--- src/rtl/clock_pkg.sv ---
// Shared constants for the alarm-clock button front end.
// Button index positions within btn_raw / btn_lvl / btn_rise.
package clock_pkg;

    localparam int NB_DEFAULT = 7;

    localparam int BTN_TIMESET  = 0;
    localparam int BTN_ALARMSET = 1;
    localparam int BTN_MINADV   = 2;
    localparam int BTN_HRSADV   = 3;
    localparam int BTN_DAYADV   = 4;
    localparam int BTN_DATADV   = 5;
    localparam int BTN_MONADV   = 6;

endpackage

--- src/rtl/debounce_1b.sv ---
// One button channel: two-flop synchronizer followed by a stability counter.
// The level only moves after DB_CYC consecutive cycles of disagreement.
module debounce_1b #(
    parameter int DB_CYC = 1_000_000
) (
    input  logic clk,
    input  logic rst,
    input  logic raw,
    output logic lvl
);

    localparam int              CW       = $clog2(DB_CYC + 1);
    localparam logic [CW-1:0]   CNT_LAST = CW'(DB_CYC - 1);

    logic          meta;
    logic          s;
    logic [CW-1:0] cnt;

    always_ff @(posedge clk or posedge rst) begin
        if (rst) begin
            meta <= 1'b0;
            s    <= 1'b0;
            cnt  <= '0;
            lvl  <= 1'b0;
        end else begin
            meta <= raw;
            s    <= meta;
            // Any return to the current level throws away the partial count.
            if (s == lvl) begin
                cnt <= '0;
            end else if (cnt == CNT_LAST) begin
                lvl <= s;
                cnt <= '0;
            end else begin
                cnt <= cnt + CW'(1);
            end
        end
    end

endmodule

--- src/rtl/button_conditioner.sv ---
// Debounces the clock's setting buttons, flags their rising edges and
// produces the free-running Pulse tick from the system clock.
module button_conditioner
    import clock_pkg::*;
#(
    parameter int DIV    = 50_000_000,
    parameter int DB_CYC = 1_000_000,
    parameter int NB     = NB_DEFAULT
) (
    input  logic          clk,
    input  logic          rst,
    input  logic [NB-1:0] btn_raw,
    output logic [NB-1:0] btn_lvl,
    output logic [NB-1:0] btn_rise,
    output logic          pulse
);

    localparam int            PW        = $clog2(DIV);
    localparam logic [PW-1:0] PCNT_LAST = PW'(DIV - 1);
    localparam logic [PW-1:0] PCNT_PRE  = PW'(DIV - 2);

    logic [NB-1:0] lvl_d;
    logic [PW-1:0] pcnt;

    for (genvar i = 0; i < NB; i++) begin : g_ch
        debounce_1b #(
            .DB_CYC(DB_CYC)
        ) u_db (
            .clk(clk),
            .rst(rst),
            .raw(btn_raw[i]),
            .lvl(btn_lvl[i])
        );
    end

    always_ff @(posedge clk or posedge rst) begin
        if (rst) begin
            lvl_d <= '0;
        end else begin
            lvl_d <= btn_lvl;
        end
    end

    // Formed purely from two flops, so the strobe is glitch-free and lines up
    // with the first cycle of the new level.
    assign btn_rise = btn_lvl & ~lvl_d;

    // pulse is registered one count early so it is high exactly while pcnt == DIV-1.
    always_ff @(posedge clk or posedge rst) begin
        if (rst) begin
            pcnt  <= '0;
            pulse <= 1'b0;
        end else begin
            pcnt  <= (pcnt == PCNT_LAST) ? '0 : pcnt + PW'(1);
            pulse <= (pcnt == PCNT_PRE);
        end
    end

endmodule
--- config.mk ---
export PLATFORM = sky130hd
export DESIGN_NAME = button_conditioner
export DESIGN_NICKNAME = d
export VERILOG_FILES = /design/src/rtl/clock_pkg.sv /design/src/rtl/debounce_1b.sv /design/src/rtl/button_conditioner.sv
export SDC_FILE = /design/constraint.sdc
export NUM_CORES = 1
export LEC_CHECK = 0
export BUFFER_PORTS_ARGS = -buffer_cell sky130_fd_sc_hd__buf_2
export CAP_MARGIN = 25
export CORE_MARGIN = 2
export CORE_UTILIZATION = 30
export DETAILED_ROUTE_END_ITERATION = 8
export GPL_ROUTABILITY_DRIVEN = 0
export PLACE_DENSITY = 0.42
export SETUP_SLACK_MARGIN = 0.4
export SYNTH_ARGS = -nofsm -noshare
export SYNTH_HDL_FRONTEND = slang
export SYNTH_HIERARCHICAL = 1
export SYNTH_SLANG_ARGS = --single-unit
export TNS_END_PERCENT = 50
--- constraint.sdc ---
create_clock -name clk -period 3.6 [get_ports clk]
set_input_delay 1.08 -clock clk [delete_from_list [all_inputs] [get_ports clk]]
set_output_delay 1.08 -clock clk [all_outputs]
set_load 0.02 [all_outputs]
==> out/metrics.cfg <==
[run_status]
status=completed

[clock_network]
cts_resized=0
clkSlewWorstSetupHoldPaths_ns=0.07
cts-root-buf=clkbuf_16
clk_latency_ns=0.43
cts_setup_buffers=0
clkSinkCount=195
cts_tree=yes
clk_path_buf_depth=2
numCtsBuffers=17
cts_max_level=4
ctsHoldBuffers=0

[timing]
drv_slew=0
fin_crit_sh=0.657
setup_tns_ns=0
slew_headroom=0.385
max_slew.worst_pin.slew_ns=0.921
period_needed_ns=2.36
setup_viol=0
clock.fmax_mhz=423
hold_viol=0
fin_skew_ns=0.00949
rsz0062_at_grt=false

[floorplanning]
core_area_um2=30700
start_util=0.306
num_io_pins=24
rows=64
fp.dieH_um=181
chipWidth_um=181
die-area_um2=32800

[logic_synthesis]
synthDominantCellAreaShare=0.519
yosysSeqAreaShare=0.519
synthFlopType=dfrtp_1
synth.area.top_cells=dfrtp_1 52%, xnor2_1 7.9%, nor2_1 6.2%, xor2_1 4.6%, nand3_1 3.0%
netlist_area_um2=9400
synth_seq_cells=195
syn_nets=933
ys_warn_count=6
yosysTopAreaCell=dfrtp_1
synthCells=914
synthTopCellsByCount=195 x dfrtp_1, 155 x nor2_1, 85 x xnor2_1
synth_enable_flop_cells=0
syn_avg_cell_area_um2=10.3
synth.distinct_cells=36
synth_most_common_cell=dfrtp_1
async_flop_share=1.00

[routing]
routed_wl_um=18600
first_pass_iters=4
viasPerCell=4.70
wl_per_cell_um=13.7
highest_layer=met4
ant_nets=0
vias=6381
routed-wl-met3_um=435
wl_met1_um=9900
drt_iter0_drc=347
drc=0
met2_length_um=8060

[global_route]
grt_antenna_before_repair=0
grt_usage=0.121
grt_pass1_vias=6411
grt.overflow.total=0
grt_max_degree=24
grt_first_pass_wirelength_um=32500

[critical_path]
critPathSlowestCell=dfrtp_1
path_buf_inv=1
critPathKind=reg -> out
crit_chain=nor2b_1 > buf_2
end_kind=output pin
worstPathMaxFanout=5
crit_family=flip-flops
crit_arrival_ns=1.28
slowest_delay_ns=0.42
cp_data_required_time_ns=2.52
startpoint_type=flop

[pwr]
ir_drop_mv=0.318
power.total_mw=4.30
p_leak_nw=4.37
p_per_area_nw_per_um2=407

[min_path]
hold_class=reg -> reg

[placement]
place.detailed.hpwl_um=12200
port_buffers=23

[final_layout]
drive_above_1_share=0.101
areaGrowthSynthToFinish_pct=12.5
final_nets=967
num_antenna_cells=0
fill_cells=3130

[run]
cap_violations=0

[routing by layer]
metal  vias to the layer above  GRT usage
met4                         0     0.0377
met3                        13     0.0266
met2                        57      0.183
met5                         -          0
li1                       3247          -
met1                      3064      0.172
[where the power goes]
part	total, mW	switching, mW	leakage (nW)	internal, mW
Clock	1.94	0.900	0.295	1.04
Sequential	2.24	0.0264	2.66	2.22
Combinational	0.118	0.0893	1.41	0.0284
[final timing paths]
| check | start | to | slack, ns | cells after the start |
|---|---|---|---|---|
| hold reg to reg | g_ch[2].u_db/meta | g_ch[2].u_db/s | 0.35 | 0 |
| hold / removal | g_ch[2].u_db/meta | g_ch[2].u_db/s | 0.35 | 0 |
| setup reg to reg | g_ch[3].u_db/cnt[0] | g_ch[3].u_db/cnt[8] | 1.60 | 5 |
| min in group asynchronous | rst | lvl_d[4] | 0.80 | 2 |
| max in group asynchronous | rst | g_ch[3].u_db/cnt[11] | 2.04 | 2 |
| setup / recovery | g_ch[0].u_db/lvl | btn_rise[0] | 1.24 | 2 |
[final cells by class]
cell class | instances | area (um2) | share of cell area
timing repair buffer | 25 | 138 | 0.0130
tap | 396 | 495 | 0.0468
inverter | 37 | 139 | 0.0131
clock inverter | 15 | 169 | 0.0160
multi-input combinational | 672 | 4330 | 0.410
clock buffer | 17 | 425 | 0.0402
sequential | 195 | 4880 | 0.461
[registers in the layout, indices dropped and copies added, names as in the netlist]
signal          flops
pulse               1
lvl_d               7
pcnt               26
g_ch.u_db/cnt     140
g_ch.u_db/lvl       7
g_ch.u_db/meta      7
g_ch.u_db/s         7
[placed cells by master (no fill, tap or decap), drive strengths merged]
cell type and instances:
nand4b 1, nor4 38, a41oi 1, dfrtp 195
ha 10, bufinv 2, and4 14, nor3 39
nand4 45, nor4b 14, and2 8, or4 8
a31oi 1, clkbuf 17, nand2 55, clkinv 8
nand3 56, and3 13, nor2b 7, mux2i 14
or3 14, buf 25, or2 1, nor2 156
mux2 7, a21oi 15, inv 42, o21ai 21
xnor2 85, xor2 49
[metrics by stage]
stage          hold slack, ns  instances  setup slack (ns)  instance area [um2]  utilization
6_report                0.350       1357              1.24                10600        0.344
4_1_cts                 0.352       1356              1.20                10600        0.344
3_3_place_gp            0.333       1324              1.46                 9970        0.324
5_1_grt                 0.358       1357              1.13                10600        0.344
2_1_floorplan           0.331        914              1.66                 9400            -
3_5_place_dp            0.335       1324              1.47                 9970        0.324
[cells by family after synthesis]
group	Yosys count	synth area share
muxes	21	0.0233
AOI/OAI and AO/OA	38	0.0236
and+or+nand+nor	469	0.276
xor gates and xnor gates	134	0.125
buffers and inverters	47	0.0205
DFF	195	0.519
adders and majority gates	10	0.0133
[worst register-to-register path, delay by kind of cell (launching register included)]
kind	cells	cell delay [ns]
flip-flops	1	0.41
AO/OA/AOI/OAI	1	0.68
AND/OR/NAND/NOR	3	0.55
adder cells (fa/ha/maj)	1	0.23
No activity file was read; power rests on OpenSTA's default activity.
